<file path="config.mk">
export PLATFORM = sky130hd
export DESIGN_NAME = multicycle_control
export DESIGN_NICKNAME = d
export VERILOG_FILES = /design/src/rtl/multicycle_control_pkg.sv /design/src/rtl/multicycle_control_alu_decoder.sv /design/src/rtl/multicycle_control.sv
export SDC_FILE = /design/constraint.sdc
export NUM_CORES = 1
export LEC_CHECK = 0
export CAP_MARGIN = 20
export CORE_UTILIZATION = 39
export CTS_CLUSTER_DIAMETER = 40
export DETAILED_ROUTE_END_ITERATION = 7
export PLACE_DENSITY = 0.8
export SYNTH_ARGS = -nofsm -noshare
export SYNTH_HDL_FRONTEND = slang
export SYNTH_HIERARCHICAL = 1
export SYNTH_SLANG_ARGS = --single-unit
</file>
<file path="constraint.sdc">
create_clock -name clk -period 2.65 [get_ports clk]
set_input_delay 0.3975 -clock clk [delete_from_list [all_inputs] [get_ports clk]]
set_output_delay 0.3975 -clock clk [all_outputs]
set_load 0.01 [all_outputs]
</file>
<file path="src/rtl/multicycle_control_pkg.sv">
// Shared definitions for the multicycle control FSM and its ALU decoder.
// Optional feature macro: ILLEGAL_HALT_EN adds the HALT state.
package multicycle_control_pkg;

    localparam int unsigned INSTR_W    = 32;
    localparam int unsigned OPCODE_W   = 7;
    localparam int unsigned FUNCT3_W   = 3;
    localparam int unsigned ALU_CTRL_W = 4;

    // Opcodes
    localparam logic [OPCODE_W-1:0] OP_SW  = 7'b0100011;
    localparam logic [OPCODE_W-1:0] OP_LW  = 7'b0000011;
    localparam logic [OPCODE_W-1:0] OP_IMM = 7'b0010011;
    localparam logic [OPCODE_W-1:0] OP_BEQ = 7'b1100011;
    localparam logic [OPCODE_W-1:0] OP_RR  = 7'b0110011;

    // ALU operation codes, shared with the ALU
    localparam logic [ALU_CTRL_W-1:0] ALU_AND = 4'b0000;
    localparam logic [ALU_CTRL_W-1:0] ALU_OR  = 4'b0001;
    localparam logic [ALU_CTRL_W-1:0] ALU_ADD = 4'b0010;
    localparam logic [ALU_CTRL_W-1:0] ALU_SLL = 4'b0011;
    localparam logic [ALU_CTRL_W-1:0] ALU_XOR = 4'b0100;
    localparam logic [ALU_CTRL_W-1:0] ALU_SRL = 4'b0101;
    localparam logic [ALU_CTRL_W-1:0] ALU_SUB = 4'b0110;
    localparam logic [ALU_CTRL_W-1:0] ALU_SLT = 4'b0111;
    localparam logic [ALU_CTRL_W-1:0] ALU_SRA = 4'b1000;

    // funct3 field values
    localparam logic [FUNCT3_W-1:0] F3_ADD_SUB = 3'b000;
    localparam logic [FUNCT3_W-1:0] F3_SLL     = 3'b001;
    localparam logic [FUNCT3_W-1:0] F3_SLT     = 3'b010;
    localparam logic [FUNCT3_W-1:0] F3_XOR     = 3'b100;
    localparam logic [FUNCT3_W-1:0] F3_SRL_SRA = 3'b101;
    localparam logic [FUNCT3_W-1:0] F3_OR      = 3'b110;
    localparam logic [FUNCT3_W-1:0] F3_AND     = 3'b111;

    typedef enum logic [2:0] {
        S_IF,
        S_ID,
        S_EX,
        S_MEM,
        S_WB
`ifdef ILLEGAL_HALT_EN
        , S_HALT
`endif
    } state_t;

    // True for every opcode the control unit implements
    function automatic logic is_known_op(input logic [OPCODE_W-1:0] op);
        return (op == OP_SW) || (op == OP_LW) || (op == OP_IMM) ||
               (op == OP_BEQ) || (op == OP_RR);
    endfunction

endpackage

</file>
<file path="src/rtl/multicycle_control_alu_decoder.sv">
// Combinational ALU control decode from opcode, funct3 and funct7[5].
module alu_decoder
    import multicycle_control_pkg::*;
(
    input  logic [OPCODE_W-1:0]   opcode,
    input  logic [FUNCT3_W-1:0]   funct3,
    input  logic                  funct7_5,
    output logic [ALU_CTRL_W-1:0] alu_ctrl_c
);

    // Map instruction fields to an ALU operation; anything unlisted adds
    always_comb begin
        alu_ctrl_c = ALU_ADD;
        case (opcode)
            OP_RR, OP_IMM: begin
                case (funct3)
                    F3_ADD_SUB: alu_ctrl_c = ((opcode == OP_RR) && funct7_5) ? ALU_SUB : ALU_ADD;
                    F3_SLL:     alu_ctrl_c = ALU_SLL;
                    F3_SLT:     alu_ctrl_c = ALU_SLT;
                    F3_XOR:     alu_ctrl_c = ALU_XOR;
                    F3_SRL_SRA: alu_ctrl_c = funct7_5 ? ALU_SRA : ALU_SRL;
                    F3_OR:      alu_ctrl_c = ALU_OR;
                    F3_AND:     alu_ctrl_c = ALU_AND;
                    default:    alu_ctrl_c = ALU_ADD;
                endcase
            end
            OP_BEQ:  alu_ctrl_c = ALU_SUB;
            default: alu_ctrl_c = ALU_ADD;
        endcase
    end

endmodule

</file>
<file path="src/rtl/multicycle_control.sv">
// Multicycle control FSM: IF -> ID -> EX -> MEM -> WB for every instruction.
// Optional feature macro: ILLEGAL_HALT_EN (illegal output + sticky HALT state).
module multicycle_control
    import multicycle_control_pkg::*;
(
    input  logic                  clk,
    input  logic                  rst,
    input  logic [INSTR_W-1:0]    instr,
    input  logic                  Zero,
    output logic                  PCSrc,
    output logic                  ALUSrc,
    output logic                  RegWrite,
    output logic                  MemToReg,
    output logic                  loadPC,
    output logic [ALU_CTRL_W-1:0] ALUCtrl,
    output logic                  MemRead,
    output logic                  MemWrite
`ifdef ILLEGAL_HALT_EN
    ,
    output logic                  illegal
`endif
);

    state_t               state_q;
    state_t               state_d;
    logic [INSTR_W-1:0]   instr_q;
    logic [OPCODE_W-1:0]  opcode;
    logic [ALU_CTRL_W-1:0] alu_ctrl_c;
    logic                 is_lw;
    logic                 is_sw;
    logic                 is_imm;
    logic                 is_rr;
    logic                 is_beq;
    logic                 unused_instr_bits;

    assign opcode = instr_q[OPCODE_W-1:0];
    assign is_lw  = (opcode == OP_LW);
    assign is_sw  = (opcode == OP_SW);
    assign is_imm = (opcode == OP_IMM);
    assign is_rr  = (opcode == OP_RR);
    assign is_beq = (opcode == OP_BEQ);

    // Register and immediate fields belong to the datapath, not to control
    assign unused_instr_bits = ^{instr_q[31], instr_q[29:15], instr_q[11:7]};

    alu_decoder u_alu_decoder (
        .opcode     (opcode),
        .funct3     (instr_q[14:12]),
        .funct7_5   (instr_q[30]),
        .alu_ctrl_c (alu_ctrl_c)
    );

    // State register; the instruction is captured on the edge that leaves IF
    always_ff @(posedge clk or negedge rst) begin
        if (!rst) begin
            state_q <= S_IF;
            instr_q <= '0;
        end else begin
            state_q <= state_d;
            if (state_q == S_IF) begin
                instr_q <= instr;
            end
        end
    end

    // Next state and Moore decode of the datapath controls
    always_comb begin
        state_d  = state_q;
        PCSrc    = 1'b0;
        ALUSrc   = 1'b0;
        RegWrite = 1'b0;
        MemToReg = 1'b0;
        loadPC   = 1'b0;
        ALUCtrl  = ALU_ADD;
        MemRead  = 1'b0;
        MemWrite = 1'b0;
`ifdef ILLEGAL_HALT_EN
        illegal  = 1'b0;
`endif
        if ((state_q == S_ID) || (state_q == S_EX) || (state_q == S_MEM) || (state_q == S_WB)) begin
            ALUSrc   = is_lw | is_sw | is_imm;
            MemToReg = is_lw;
            ALUCtrl  = alu_ctrl_c;
        end
        case (state_q)
            S_IF: state_d = S_ID;
            S_ID: begin
                state_d = S_EX;
`ifdef ILLEGAL_HALT_EN
                if (!is_known_op(opcode)) begin
                    illegal = 1'b1;
                    state_d = S_HALT;
                end
`endif
            end
            S_EX: state_d = S_MEM;
            S_MEM: begin
                MemRead  = is_lw;
                MemWrite = is_sw;
                state_d  = S_WB;
            end
            S_WB: begin
                RegWrite = is_lw | is_imm | is_rr;
                loadPC   = 1'b1;
                PCSrc    = is_beq & Zero;
                state_d  = S_IF;
            end
`ifdef ILLEGAL_HALT_EN
            S_HALT: state_d = S_HALT;
`endif
            default: state_d = S_IF;
        endcase
    end

endmodule

</file>
* Word-level counts from Yosys, hierarchy flattened
Cells that the tools add are included.
Operators by class: $add $sub $neg 0, multiply operators 0, div/mod/pow operators 0, order comparisons 0, equal/unequal tests 15, shift-type cells 0, multiplexer cells 13, bitwise logic cells 5, reduce and logical (&&, ||, !) cells 7
Operators by type and width (count):
- one-hot mux 4 bit (7 select lines) | 1
- equality test 3 bit, second input constant | 5
- equality test 7 x 6 -> 1 bit, second input constant | 2
- one-hot mux 3 bit (4 select lines) | 1
- equality test 3 x 2 -> 1 bit, second input constant | 3
- 2-to-1 mux 4 bit | 2
- one-hot mux 4 bit (2 select lines) | 1
- equality test 7 x 2 -> 1 bit, second input constant | 1
- equality test 7 x 5 -> 1 bit, second input constant | 1
- equality test 7 bit, second input constant | 1
- 2-to-1 mux 1 bit | 7
- equality test 3 x 1 -> 1 bit, second input constant | 2
- zero test 3 bit | 2
- OR 1 bit | 4
- logical OR 1 bit | 3
- 2-to-1 mux 3 bit | 1
- OR reduction 2 bit | 1
- AND 1 bit | 1
- logical AND 1 bit | 1
Word-level totals: register bits 34, latch bits 0, RAM bits 0, memory bits (read-only) 0, output and inout bits 11, logic and storage cells 42, memories 0

* Depth between registers and ports, before layout
depth in word-level cells 6, mapped depth 4, mapped depth without buffers 4

* Modules after synthesis
The synthesis kept the hierarchy.
By module, submodules not included:
- multicycle_control | instances 1, cells an instance 54, area an instance 663.1 sq um
- alu_decoder | instances 1, cells an instance 17, area an instance 108.9 sq um

* Worst setup path before layout
OpenSTA, ideal clock, no wires.
kind register to output, start register instr_q[3], end output port MemToReg, arrival 1355 ps, data required time 2253 ps, slack 898 ps, cell stages (with the launch flop) 4, cells stage by stage dfrtp_1 -> or2_1 -> or3_4 -> nor4_1
Between the ends: word-level cells in the longest chain between the ends 2
RTL lines:
- start, declared | line multicycle_control.sv:26 | logic [INSTR_W-1:0] instr_q;
- start signal, assigned | line multicycle_control.sv:61 | instr_q <= instr;
- equality test 7 x 2 -> 1 bit | line multicycle_control.sv:37 | assign is_lw = (opcode == OP_LW);
- 2-to-1 mux 1 bit | line multicycle_control.sv:80 | if ((state_q == S_ID) || (state_q == S_EX) || (state_q == S_MEM) || (state_q == S_WB)) begin
- end, declared | line multicycle_control.sv:13 | output logic MemToReg,
Every way passes these cells.

* Worst setup path in the final report
start register instr_q[3], end output port MemRead
Between the ends: word-level cells in the longest chain between the ends 2
RTL lines:
- equality test 7 x 2 -> 1 bit | line multicycle_control.sv:37
- 2-to-1 mux 1 bit | line multicycle_control.sv:85 | case (state_q)
- end, declared | line multicycle_control.sv:16 | output logic MemRead,
Every way passes these cells.

==> summary.md <==
| Metric | Value |
|---|---|
| Routed Antenna Nets | `0` |
| I/O Buffers | `24` |
| Top_reg_cell synth | `dfrtp_1` |
| Max FO, Critical Path | `5` |
| Compound-Gate Fraction of Synth Area | `4.376%` |
| Worst Path Required | `2.25 ns` |
| Avg Synthesized Cell Area | `10.87 um2` |
| Max cap viols | `0` |
| Arrival time at the worst endpoint | `2.14 ns` |
| Routed wire per std cell | `12.53 um` |
| Synth Area in XOR/XNOR | `3.404%` |
| Initial antenna violation count | `0` |
| Worst vdd ir | `0.0002182 V` |
| Standard-cell rows | `15` |
| Yosys warns | `6` |
| Fin crit period | `2.534 ns` |
| Final worst path period share | `95.63%` |
| #FFs+latches synth | `14` |
| CTS H-tree depth | `1` |
| Cells after Synth | `71` |
| Startpoint types | `flop` |
| Post-DP HPWL | `1.228 mm` |
| Mux cell area share after synthesis | `16.05%` |
| R2r worst-path depth | `3` |
| Util after Layout | `60.70%` |
| Diode count | `0` |
| Hold Fails Final Rpt | `0` |
| Die W | `46.49 um` |
| Area growth from synthesis to final layout | `40.19%` |
| R2r startpoint | `state_q[2]` |
| Pins over their slew limit | `0` |
| R2r endpoint | `instr_q[14]` |
| Mapped Nets | `106` |
| Core box area | `1783 um2` |
| Clk buf depth | `2` |
| DP Area | `1046 um2` |
| Insertion delay to the later sink of the worst-skew pair | `0.28 ns` |
| Synth top area share | `45.38%` |
| Synth area leaders | `dfrtp_1 45%, mux2_2 16%, nor4b_4 3.1%, nand2_1 2.9%, and2_1 2.4%` |
| GP Congestion | `0.8134` |
| Synth Area in Adders | `0%` |
| Commonest cells post-synth | `14 x dfrtp_1, 11 x mux2_2, 6 x nand2_1` |
| DRC errors left | `0` |
| Setup_tns | `0 ns` |
| DIE AREA | `2161 um2` |
| Largest family of logic cells by synthesized area | `simple AND/OR/NAND/NOR gates` |
| Initial core utilization | `43.30%` |
| FFs w/ async S/R, synth | `100.0%` |
| First-pass GRT wire length | `2.656 mm` |
| Final nets | `135` |
| Router iterations before antenna repair | `4` |
| Hold Buf Count CTS | `0` |
| Initial DRC count | `4` |
| Pwr dens | `401.0 nW/um2` |
| Root Driver | `clkbuf_4` |
| DR vias | `622` |
| Clock Skews | `0.001599 ns` |
| Slew margin rel. | `59.40%` |
| Sequential fraction of the synthesis area | `45.38%` |
| Tightest Pin Transition | `0.6071 ns` |
| Outcome | `finished, final reports clean` |
| Pleak | `0.4227 nW` |
| Vias in the first global route | `598` |
| Cell area after layout | `1082 um2` |
| Synth cell types | `27` |
| Clk sinks | `14` |
| Simple-gate share of the synthesized area | `28.20%` |
| # Post-CTS Setup Buffers | `0` |
| GR Util All Layers | `18.56%` |
| RSZ-0062 raised after global routing | `no` |
| Die Y | `46.49 um` |
| Max Fclk | `394.6 MHz` |
| Number of flops mapped to enable cells by yosys | `0` |
| Routed vias/inst | `5.016` |
| CTS tree | `done` |
| R2R setup slack | `1.25 ns` |
| Clock transition at path regs | `0.09 ns` |
| Number of I/O pins | `46` |
| Setup CP Type | `flop to output pin` |
| Layout cells sized above 1 | `21.21%` |
| Total Wirelength | `1.554 mm` |
| Largest net degree at the start of global routing | `15` |
| Post-synth top area cell | `dfrtp_1` |
| Final setup vio count | `0` |
| Post-cts resize count | `0` |
| Grt total ovfl | `0` |
| Hold/Removal Path Class | `primary input to async pin` |
| CTS Buf Count | `3` |
| Worst Setup End Kind | `output pin` |
| Top-count cell post-synth | `dfrtp_1` |
| Synth Cell Area | `772.0 um2` |
## cell families after synthesis
logic type / after synthesis
buf+inv: 4
compound gates: 6
flops: 14
mux: 11
simple gates: 33
xor+xnor: 3
## report_power, final
group,internal [W],total (W),switching [W]
Combinational,0.0000304,0.0000449,0.0000145
Clock,0.0000836,0.000156,0.0000728
Sequential,0.000222,0.000233,0.0000107
## metrics by stage
step	power, W	hold WS (ns)	cells	setup slack [ns]
after CTS	0.0004376	0.5174	124	0.08992
after floorplan	0.0002526	0.1019	71	0.8976
after global placement	0.0002804	0.5011	120	0.4259
final	0.0004340	0.4890	124	0.1157
after global routing	0.0004546	0.5461	124	0.01653
after detailed placement	0.0002827	0.5083	120	0.4150
## how the worst max path moves through the flow
stage | from | end | slack (ns) | depth (start not counted)
after global placement | instr_q[3] | MemRead | 0.43 | 4
final | instr_q[3] | MemRead | 0.12 | 4
after floorplan | instr_q[3] | MemToReg | 0.90 | 3
after CTS | instr_q[3] | MemToReg | 0.09 | 4
after global routing | instr_q[3] | MemRead | 0.02 | 4
after detailed placement | instr_q[3] | MemRead | 0.42 | 4
## cell usage in the layout (no fill, tap or decap), drive strengths merged, types with 2 or more instances in the layout
cell type,synthesis,routed
nor4b,2,2
mux2,11,11
nand2,6,6
nand3,3,3
nand2b,3,3
nor2,4,4
and2,3,3
inv,2,2
clkbuf,0,4
clkdlybuf4s50,0,24
nor3,2,2
dfrtp,14,14
or3,2,2
buf,2,2
a21oi,3,3
xnor2,2,2
nor4,3,3
## worst max-delay path, cell delays in order, from the launching register on
cell and delay (ns):
dfrtp_1 0.39, or2_1 0.24, or3_4 0.41, nor4b_4 0.25, clkdlybuf4s50_1 0.57
## metal layers
| metal | vias up | track usage, % | part of all wire [%] | wire [um] |
|---|---|---|---|---|
| li1 | 309 | - | - | - |
| met1 | 290 | 21.01 | 43 | 673 |
| met2 | 19 | 30.83 | 49 | 767 |
| met3 | 4 | 5.098 | 4.8 | 74 |
| met4 | 0 | 10.59 | 2.4 | 38 |
| met5 | - | 0 | 0 | 0 |
## cell type report
type	instances	area (um2)
Clock buffer	4	36.28
Sequential cell	14	350.3
Fill cell	137	700.7
Timing Repair Buffer	26	255.2
Inverter	2	7.507
Multi-Input combinational cell	53	401.6
Tap cell	25	31.28
## registers in the layout (all words and copies together) (netlist names)
register  cells
instr_q      11
state_q       3
(Power assumes the default switching activity.)
==> RTL change: new RTL, same settings <==
Add a define of `ILLEGAL_HALT_EN`.
--- a/src/rtl/multicycle_control_pkg.sv
+++ b/src/rtl/multicycle_control_pkg.sv
@@ -1,5 +1,7 @@
 // Shared definitions for the multicycle control FSM and its ALU decoder.
 // Optional feature macro: ILLEGAL_HALT_EN adds the HALT state.
+`define ILLEGAL_HALT_EN
+
 package multicycle_control_pkg;
 
     localparam int unsigned INSTR_W    = 32;
Formal check against the unedited RTL (old outputs only; new: illegal): not equivalent (a bounded check fails within 10 cycles, from zero or initial values and one cycle with rst low).
==> RTL change against the original RTL <==
- wire length increased by 3.1%
- final cell count increased by 5.6%
- synthesized area increased by 8.1%
- cell area increased by 4.3%
- sequential share of layout area decreased by 1.3 points
- sequential cell count unchanged
- critical path depth unchanged
- worst setup slack improved by 110 ps
- global-route usage decreased by 1.7 points
Power is not compared: it rests on default switching activity, and its combinational part moved more than twofold at a synthesized area within 25%.
==> RTL change: results <==
export IMPL_grtUsageMet2_pct=28.3
export IMPL_status="complete, no violations"
export IMPL_grt_pass1_vias=610
export IMPL_clk_pin_slew_worst_paths_ps=70
export IMPL_nFillCells=173
export IMPL_grt_use_met3_pct=2.22
export IMPL_gp_congestion=0.757
export IMPL_met1_usage_pct=20.5
export IMPL_fmax_mhz=412
export IMPL_r2r_end="instr_q[30]"
export IMPL_io_buffers=25
export IMPL_synth_xor_area_share_pct=2.10
export IMPL_synth_compound_area_share_pct=7.80
export IMPL_dp_cells=128
export IMPL_synth_avg_cell_area_um2=10.7
export IMPL_num_vias=664
export IMPL_track_usage_pct=16.8
export IMPL_crit_start="instr_q[2]"
export IMPL_yosysUniqueCellTypes=31
export IMPL_route_met3_wl_um=47
export IMPL_synth_nets=113
export IMPL_arrival_ps=2030
export IMPL_synthTopCellsByArea="dfrtp_1, mux2_2, nor4b_2"
export IMPL_grt_pass1_wl_um=2600
export IMPL_drtIter0Drc=9
export IMPL_crit_end="MemWrite"
export IMPL_post_drt_wl_per_cell_um=12.2
## RTL change: power groups by stage
stage / sequential (mW) / combinational (mW) / clock, mW
6_report: 0.466 / 0.373 / 0.114
2_1_floorplan: 0.417 / 0.307 / 0
5_1_grt: 0.486 / 0.416 / 0.130
3_5_place_dp: 0.470 / 0.375 / 0
4_1_cts: 0.465 / 0.376 / 0.120
3_3_place_gp: 0.461 / 0.361 / 0
## RTL change: layout make-up
class	instances	area [um^2]	share of cell area (%)
timing repair buffer	25	250	22.2
tap	27	33.8	2.99
clock buffer	3	22.5	2.00
inverter	3	11.3	0.998
multi-input combinational	59	460	40.8
sequential	14	350	31.0
## RTL change: how the worst min path moves through the flow
stage / startpoint / to / slack, ps
5_1_grt: rst / instr_q[30] / 530
6_report: rst / instr_q[4] / 500
2_1_floorplan: rst / instr_q[0] / 100
3_3_place_gp: instr_q[2] / instr_q[2] / 510
4_1_cts: rst / state_q[1] / 520
3_5_place_dp: instr_q[2] / instr_q[2] / 520
